==> src/rtl/display_pkg.sv <==
// Shared constants and helpers for the multiplexed 7-segment display scanner.
//   AN_OFF      : all anodes off (active-low, so all 1s), NUM_DIGITS_MAX wide
//   onehot_low  : active-low one-hot anode pattern for a digit index
package display_pkg;

   localparam int unsigned NUM_DIGITS_MAX = 8;
   localparam int unsigned IDX_MAX_W      = 3;

   localparam logic [NUM_DIGITS_MAX-1:0] AN_OFF = '1;

   // Anode pattern with only digit idx driven low.
   function automatic logic [NUM_DIGITS_MAX-1:0] onehot_low(input logic [IDX_MAX_W-1:0] idx);
      return ~(NUM_DIGITS_MAX'(1) << idx);
   endfunction

endpackage

==> src/rtl/refresh_tick_gen.sv <==
// Digit-slot timebase: counts 0..REFRESH_DIV-1 and flags the last cycle of each slot.
//   i_clk          clock, rising edge
//   i_rst          asynchronous active-high reset
//   o_cnt          position within the current slot
//   o_slot_end_c   combinational, high on the last cycle of a slot
module refresh_tick_gen #(
   parameter int unsigned REFRESH_DIV = 50000,
   parameter int unsigned CNT_W       = $clog2(REFRESH_DIV)
) (
   input  logic             i_clk,
   input  logic             i_rst,
   output logic [CNT_W-1:0] o_cnt,
   output logic             o_slot_end_c
);

   logic [CNT_W-1:0] r_cnt;
   logic             w_last;

   assign w_last = (r_cnt == CNT_W'(REFRESH_DIV - 1));

   // Free-running slot counter.
   always_ff @(posedge i_clk or posedge i_rst) begin
      if (i_rst) begin
         r_cnt <= '0;
      end else if (w_last) begin
         r_cnt <= '0;
      end else begin
         r_cnt <= r_cnt + CNT_W'(1);
      end
   end

   assign o_cnt        = r_cnt;
   assign o_slot_end_c = w_last;

endmodule

==> src/rtl/display_scan_controller.sv <==
// Time-multiplexes NUM_DIGITS hex digits onto one shared 7-segment decoder,
// one digit per refresh slot, with a dark guard at the start of every slot.
//   clk         clock, rising edge
//   reset       asynchronous active-high reset
//   digits      digit i = digits[4*i+3:4*i], digit 0 rightmost
//   dp_in       1 = light the decimal point of digit i
//   blank_mask  1 = keep digit i dark
//   hex         registered nibble to the decoder
//   an          registered anodes, active-low
//   dp          registered decimal point, active-low
// Optional feature macro: LEADING_ZERO_BLANK_EN -- darkens leading zero digits
// (digit 0 is always shown).
module display_scan_controller
   import display_pkg::*;
#(
   parameter int unsigned NUM_DIGITS   = 8,
   parameter int unsigned REFRESH_DIV  = 50000,
   parameter int unsigned BLANK_CYCLES = 1
) (
   input  logic                    clk,
   input  logic                    reset,
   input  logic [4*NUM_DIGITS-1:0] digits,
   input  logic [NUM_DIGITS-1:0]   dp_in,
   input  logic [NUM_DIGITS-1:0]   blank_mask,
   output logic [3:0]              hex,
   output logic [NUM_DIGITS-1:0]   an,
   output logic                    dp
);

   localparam int unsigned IDX_W = $clog2(NUM_DIGITS);
   localparam int unsigned CNT_W = $clog2(REFRESH_DIV);

   logic [CNT_W-1:0]          w_cnt;
   logic                      w_slot_end;
   logic [IDX_W-1:0]          r_idx;
   logic [NUM_DIGITS-1:0]     w_auto_blank;
   logic [3:0]                w_hex;
   logic                      w_dp_sel;
   logic                      w_mask_sel;
   logic                      w_guard;
   logic                      w_an_on;
   logic [NUM_DIGITS_MAX-1:0] w_onehot;
   logic [3:0]                r_hex;
   logic [NUM_DIGITS-1:0]     r_an;
   logic                      r_dp;

   refresh_tick_gen #(
      .REFRESH_DIV (REFRESH_DIV),
      .CNT_W       (CNT_W)
   ) u_tick (
      .i_clk        (clk),
      .i_rst        (reset),
      .o_cnt        (w_cnt),
      .o_slot_end_c (w_slot_end)
   );

   // Digit index advances once per slot and wraps after the last digit.
   always_ff @(posedge clk or posedge reset) begin
      if (reset) begin
         r_idx <= '0;
      end else if (w_slot_end) begin
         if (r_idx == IDX_W'(NUM_DIGITS - 1)) begin
            r_idx <= '0;
         end else begin
            r_idx <= r_idx + IDX_W'(1);
         end
      end
   end

`ifdef LEADING_ZERO_BLANK_EN
   // A digit is auto-blanked when it and every digit above it are zero.
   always_comb begin
      logic v_zero_above;
      v_zero_above = 1'b1;
      w_auto_blank = '0;
      for (int i = NUM_DIGITS - 1; i > 0; i--) begin
         v_zero_above    = v_zero_above & (digits[4*i +: 4] == 4'h0);
         w_auto_blank[i] = v_zero_above;
      end
   end
`else
   assign w_auto_blank = '0;
`endif

   // Select the live inputs of the digit currently being scanned.
   always_comb begin
      w_hex      = 4'h0;
      w_dp_sel   = 1'b0;
      w_mask_sel = 1'b0;
      for (int i = 0; i < NUM_DIGITS; i++) begin
         if (r_idx == IDX_W'(i)) begin
            w_hex      = digits[4*i +: 4];
            w_dp_sel   = dp_in[i];
            w_mask_sel = blank_mask[i] | w_auto_blank[i];
         end
      end
   end

   // Anti-ghosting guard at the start of each slot.
   if (BLANK_CYCLES == 0) begin : g_no_guard
      assign w_guard = 1'b0;
   end else begin : g_guard
      assign w_guard = (32'(w_cnt) < BLANK_CYCLES);
   end

   assign w_an_on  = ~w_guard & ~w_mask_sel;
   assign w_onehot = onehot_low(IDX_MAX_W'(r_idx));

   // Output registers; dp is only lit together with its anode.
   always_ff @(posedge clk or posedge reset) begin
      if (reset) begin
         r_hex <= 4'h0;
         r_an  <= AN_OFF[NUM_DIGITS-1:0];
         r_dp  <= 1'b1;
      end else begin
         r_hex <= w_hex;
         r_an  <= w_an_on ? w_onehot[NUM_DIGITS-1:0] : AN_OFF[NUM_DIGITS-1:0];
         r_dp  <= ~(w_dp_sel & w_an_on);
      end
   end

   assign hex = r_hex;
   assign an  = r_an;
   assign dp  = r_dp;

endmodule

==> config.mk <==
export PLATFORM = sky130hd
export DESIGN_NAME = display_scan_controller
export DESIGN_NICKNAME = d
export VERILOG_FILES = /design/src/rtl/display_pkg.sv /design/src/rtl/refresh_tick_gen.sv /design/src/rtl/display_scan_controller.sv
export SDC_FILE = /design/constraint.sdc
export NUM_CORES = 1
export LEC_CHECK = 0
export BUFFER_PORTS_ARGS = -buffer_cell sky130_fd_sc_hd__buf_4
export CAP_MARGIN = 20
export CORE_ASPECT_RATIO = 0.8
export CORE_MARGIN = 2
export CORE_UTILIZATION = 40
export DETAILED_ROUTE_END_ITERATION = 10
export PLACE_DENSITY_LB_ADDON = 0.1
export RECOVER_POWER = 50
export SETUP_SLACK_MARGIN = 0.2
export SKIP_CTS_REPAIR_TIMING = 1
export SLEW_MARGIN = 30
export SYNTH_ARGS = -nofsm -noshare
export SYNTH_HDL_FRONTEND = slang
export SYNTH_SLANG_ARGS = --single-unit
==> constraint.sdc <==
create_clock -name clk -period 5.3 [get_ports clk]
set_input_delay 0.265 -clock clk [delete_from_list [all_inputs] [get_ports clk]]
set_output_delay 0.265 -clock clk [all_outputs]
set_load 0.02 [all_outputs]
==> impl_metrics.env, run 1 <==
export IMPL_status="finished, violations left"
export IMPL_violations="capacitance limit, slew limit"
export IMPL_dpl_cell_area_um2=2390
export IMPL_hold_path_class="primary input to register"
export IMPL_finalCritPeriodShare_pct=49.6
export IMPL_cts_buffers=5
export IMPL_hold_viol=0
export IMPL_clk_pin_slew_ps=70
export IMPL_grt_pass1_vias=1649
export IMPL_finalMaxSlewViolations=33
export IMPL_vias=1710
export IMPL_min_period_ps=2630
export IMPL_synth_top_area_cell="dfrtp_1"
export IMPL_rsz0062_at_grt="false"
export IMPL_synth_top_area_share_pct=30.1
export IMPL_cap_violations=1
export IMPL_cp_end_kind="register"
export IMPL_synthCells=213
export IMPL_grt_pass1_wl_um=7970
export IMPL_drive_gt1_share_pct=28.8
export IMPL_dr_wl_met2_um=2200
export IMPL_hpwl_um=3610
export IMPL_post_route_cell_area_um2=2480
export IMPL_yosysSeqAreaShare_pct=42.4
export IMPL_final_antenna_net_count=0
export IMPL_io_pins=63
export IMPL_cellLeakagePower_nw=1.08
export IMPL_die_y_um=65.9
export IMPL_clk_latency_ps=280
export IMPL_crit_path_start_kind="register"
export IMPL_grt_overflow_total=0
export IMPL_h_tree_depth=2
export IMPL_syn_area_um2=1910
export IMPL_syn_to_final_growth_pct=29.4
export IMPL_tightest_slew_ps=1690
export IMPL_synthArstFlopShare_pct=100
export IMPL_cts_sinks=32
export IMPL_fin_util_pct=53.9
export IMPL_start_util_pct=41.6
export IMPL_slew_headroom_pct=-12.6
export IMPL_postSynthAreaPerCell_um2=8.98
export IMPL_n_fill_cell=439
export IMPL_pwr_density_cell_nw_per_um2=203
export IMPL_cts_tree="done"
export IMPL_synth_area_leaders="dfrtp_1 30%, dfstp_2 12%, ha_1 5.2%, nor2_1 4.9%, nand2_1 4.5%"
export IMPL_synth_edff_count=0
export IMPL_routed_wl_um=4840
export IMPL_dieArea_um2=5360
export IMPL_peakVddDrop_v=0.000125
export IMPL_first_iter_violations=49
export IMPL_whs_ps=228
export IMPL_drt_pre_antenna_iters=6
export IMPL_cp_required_ps=5500
export IMPL_crit_arrival_ps=2830
export IMPL_antenna_found_initial=0
export IMPL_wl_per_cell_um=14.6
export IMPL_drt_met1_wl_um=2380
export IMPL_io_buffers=62
export IMPL_wl_met3_um=257
export IMPL_route_detailed_drc=0
export IMPL_clk_path_buf_depth=2
export IMPL_clock_skew_ps=11.4
export IMPL_ys_ff_latch=32
export IMPL_top_layer="met3"
export IMPL_synthFlopType="dfrtp_1"
export IMPL_synth_warning_count=0
export IMPL_critPathKind="register to register"
export IMPL_fmax_ghz=0.380
export IMPL_grt_max_degree=33
export IMPL_cp_max_fo=19
export IMPL_synth_fp_nets=271
export IMPL_coreArea_um2=4600
export IMPL_die_w_um=81.3
export IMPL_ys_types=41
export IMPL_rows=22
export IMPL_grtUsageTotal_pct=19.6
export IMPL_nNetsFinal=328
export IMPL_globalplace_congestion=0.827
export IMPL_setup_viol=0
export IMPL_diodes=0
export IMPL_fin_setup_tns_ps=0
export IMPL_viasPerCell=5.17
export IMPL_ctsRootBufferMaster="clkbuf_8"
[per-stage QoR]
stage	setup slack (ps)	std cells	power, mW
2_1_floorplan	3440	213	0.267
3_3_place_gp	2860	323	0.303
3_5_place_dp	2770	323	0.303
4_1_cts	2730	331	0.512
5_1_grt	2450	331	0.528
6_report	2670	331	0.503
[routing by layer]
metal | global-route usage [%] | vias to the layer above
met5 | 0 | -
met4 | 3.18 | 0
met3 | 5.46 | 0
met2 | 27.3 | 44
met1 | 30.4 | 817
li1 | - | 849
[cell usage after synthesis, types with 6 or more instances]
library cell	instances
inv_1	10
a21oi_1	9
nand3_1	15
xor2_1	6
nor2b_1	13
ha_1	8
dfrtp_1	23
o21ai_0	9
nand2_1	23
dfstp_2	9
nor2_1	25
xnor2_1	7
[sequential cells by signal (all words and copies together), names as in the netlist]
| signal | count |
|---|---|
| u_tick.o_cnt | 16 |
| hex | 4 |
| r_idx | 3 |
| an | 8 |
| dp | 1 |
[path summary, 6_finish.rpt]
kind / start / endpoint / slack [ps] / cells after the start
setup / recovery: r_idx[2] / hex[0] / 2670 / 7
hold / removal: digits[30] / hex[2] / 230 / 2
setup reg to reg: r_idx[2] / hex[0] / 2670 / 7
hold reg to reg: u_tick.o_cnt[0] / u_tick.o_cnt[0] / 500 / 1
max in group asynchronous: reset / u_tick.o_cnt[13] / 3740 / 3
min in group asynchronous: reset / u_tick.o_cnt[1] / 570 / 3
[cell usage in the layout, fill, tap and decap left out, types with 2 or more instances in the layout]
master	count
inv_1	10
buf_4	57
nor4_1	2
a221oi_1	5
nor3_1	2
a21oi_1	9
nand3_1	15
nand2_1	23
dfstp_2	9
nor2b_1	13
nor2_1	25
o21ai_0	9
mux2i_1	2
a211oi_1	5
ha_1	8
nand4_1	3
clkbuf_8	7
and4_1	2
dfrtp_1	23
clkbuf_1	6
o311ai_0	4
xor2_1	6
xnor2_1	7
nand2b_1	3
[worst max-delay path: stages (launching register included)]
cell and delay [ps]:
dfrtp_1 700, inv_1 330, ha_1 380, inv_1 150, nand2_1 120, o311ai_0 540
a211oi_1 180, nor2_1 150
[cells by family (layout without fill, tap and decap cells)]
group / Yosys count / in the layout / share of synthesized area [%]
compound gates: 41 / 41 / 14.4
xor+xnor: 13 / 13 / 5.95
fa+ha+maj: 8 / 8 / 5.23
buf+inv: 23 / 81 / 5.43
flops: 32 / 32 / 42.4
mux: 3 / 3 / 1.64
simple gates: 93 / 93 / 24.9
[report_power, final]
part	total, mW	switching [mW]	leakage (nW)	internal (mW)
registers	0.248	0.000889	0.392	0.247
clock network	0.207	0.0883	0.0515	0.118
logic	0.0481	0.0187	0.638	0.0294
[cell type report]
cell class	instances	area [um^2]	area share, %
repair buffers	63	454	18.3
clock buffers	8	100	4.04
flip-flops and latches	32	812	32.8
multi-input cells	158	997	40.3
inverters	10	37.5	1.52
well taps	60	75.1	3.03
No activity file was read; power rests on OpenSTA's default activity.
==> run 2: changes to the inputs <==
- clock period: 5.3 -> 2.2 ns (I/O delays scaled with it)
==> impl_metrics.env, run 2 (synthesized netlist as in run 1, its figures left out) <==
export IMPL_finalMaxSlewViolations=0
export IMPL_drt_pre_antenna_iters=4
export IMPL_dp_cells=335
export IMPL_internal_power_mw=1.07
export IMPL_final_cell_mix="69 x buf_4, 25 x nor2_1, 23 x nand2_1, 23 x dfrtp_1, 15 x nand3_1"
export IMPL_rows=22
export IMPL_setup_viol=0
export IMPL_io_buffers=62
export IMPL_r2r_start="r_idx[1]"
export IMPL_clk_latency_ps=290
export IMPL_clk_pin_slew_ps=60
export IMPL_cap_violations=0
export IMPL_grt_overflow_total=0
export IMPL_cp_max_fo=12
export IMPL_antenna_found_initial=0
export IMPL_nNetsFinal=342
export IMPL_place_ws_ps=232
export IMPL_first_iter_violations=100
export IMPL_vias=1725
export IMPL_hpwl_um=3580
export IMPL_final_cells=345
export IMPL_peakVddDrop_v=0.000341
export IMPL_grt_pass1_vias=1667
export IMPL_drive_gt1_share_pct=33.7
export IMPL_regArea_um2=812
export IMPL_p_seq_share_pct=44.6
export IMPL_power_total_mw=1.34
export IMPL_grt_pass1_wl_um=7940
export IMPL_fin_setup_tns_ps=0
export IMPL_fin_util_pct=57.1
export IMPL_io_pins=63
export IMPL_rr_endpoint="an[1]"
export IMPL_dieArea_um2=5360
export IMPL_r2r_cells=9
export IMPL_viasPerCell=5.00
export IMPL_cts_sinks=32
export IMPL_coreArea_um2=4600
export IMPL_cellLeakagePower_nw=1.17
export IMPL_cts_tree="done"
export IMPL_cts_buffers=5
export IMPL_netSwitchingPower_uw=271
export IMPL_multi_input_area_um2=1010
export IMPL_crit_path_frequent_cell="buf_4"
export IMPL_die_y_um=65.9
export IMPL_swShare_pct=20.2
export IMPL_routed_wl_um=4880
export IMPL_cp_slowest_cell="dfrtp_1"
export IMPL_layout_commonest_cell="buf_4"
export IMPL_route_detailed_drc=0
export IMPL_min_period_ps=1920
export IMPL_tightest_slew_ps=788
export IMPL_crit_path_start_kind="register"
export IMPL_hold_viol=0
export IMPL_slew_headroom_pct=47.5
export IMPL_clock_skew_ps=4.31
export IMPL_crit_arrival_ps=2140
export IMPL_p_comb_share_pct=9.0
export IMPL_diodes=0
export IMPL_hp_start="digits[30]"
export IMPL_hold_depth=2
export IMPL_start_util_pct=41.6
export IMPL_fmax_ghz=0.522
export IMPL_cp_required_ps=2420
export IMPL_finalCritPeriodShare_pct=87.0
export IMPL_syn_to_final_growth_pct=37.2
export IMPL_clk_path_buf_depth=2
export IMPL_die_w_um=81.3
export IMPL_n_fill_cell=438
export IMPL_grt_max_degree=33
export IMPL_globalplace_congestion=0.881
export IMPL_final_antenna_net_count=0
export IMPL_status="finished clean"
export IMPL_pwr_density_cell_nw_per_um2=511
export IMPL_r2r_slack_ps=280
export IMPL_wl_per_cell_um=14.1
export IMPL_h_tree_depth=2
export IMPL_grtUsageTotal_pct=19.5
export IMPL_cp_cell_sequence="inv_1 > ha_1 > buf_4 > a211oi_1 > o22a_1 > a221oi_2 > nor3b_2 > buf_4 > nand3_1"
export IMPL_rsz0062_at_grt="true"
export IMPL_ctsRootBufferMaster="clkbuf_8"
export IMPL_hold_path_class="primary input to register"
export IMPL_largest_register_ffs=16
export IMPL_whs_endpoint="hex[2]"
export IMPL_clkPwrFrac_pct=46.4
export IMPL_critPathMaxStageDelay_ps=410
export IMPL_timing_final_ws_setup_ps=285
export IMPL_cp_end_kind="register"
export IMPL_critPathKind="register to register"
-- run 2: power by group through the flow --
stage                     Combinational [mW]  Clock (mW)  Sequential, mW
after detailed placement               0.122           0           0.608
after floorplan                       0.0281           0           0.615
final                                  0.121       0.622           0.598
after CTS                              0.123       0.639           0.598
after global placement                 0.122           0           0.609
after global routing                   0.133       0.667           0.598
-- run 2: how the worst max path moves through the flow --
stage / to / from
floorplan: an[2] / r_idx[2]
global placement: hex[0] / r_idx[0]
detailed placement: an[2] / r_idx[0]
CTS: an[0] / r_idx[0]
global route: an[0] / r_idx[0]
finish: an[1] / r_idx[1]
-- run 2: metal layers --
metal	up-vias	routed length, um	part of all wire, %	GRT usage [%]
met5	-	0	0	0
met4	0	40	0.82	4.45
met3	5	244	5.0	4.64
met2	44	2060	42	27.0
met1	793	2540	52	30.3
li1	883	-	-	-
-- run 2: worst max-delay path: cells and delay by family, from the launching register on --
family                   cells  cell delay (ps)
buffers and inverters        3              490
AO/OA/AOI/OAI                3              610
AND/OR/NAND/NOR              2              170
adder cells (fa/ha/maj)      1              180
flip-flops                   1              410
-- run 2: metrics by stage --
| step | cell area (um^2) | hold WS, ps |
|---|---|---|
| after detailed placement | 2480 | 230 |
| after CTS | 2610 | -85.8 |
| after global routing | 2630 | 67.1 |
| after global placement | 2480 | 226 |
| final | 2630 | 62.6 |
| after floorplan | 1910 | 220 |
-- run 2: cell type report --
class	instances	share of cell area [%]
flip-flops and latches	32	30.9
clock inverters	1	1.14
multi-input cells	158	38.7
well taps	60	2.86
inverters	10	1.43
clock buffers	7	3.67
repair buffers	77	21.3
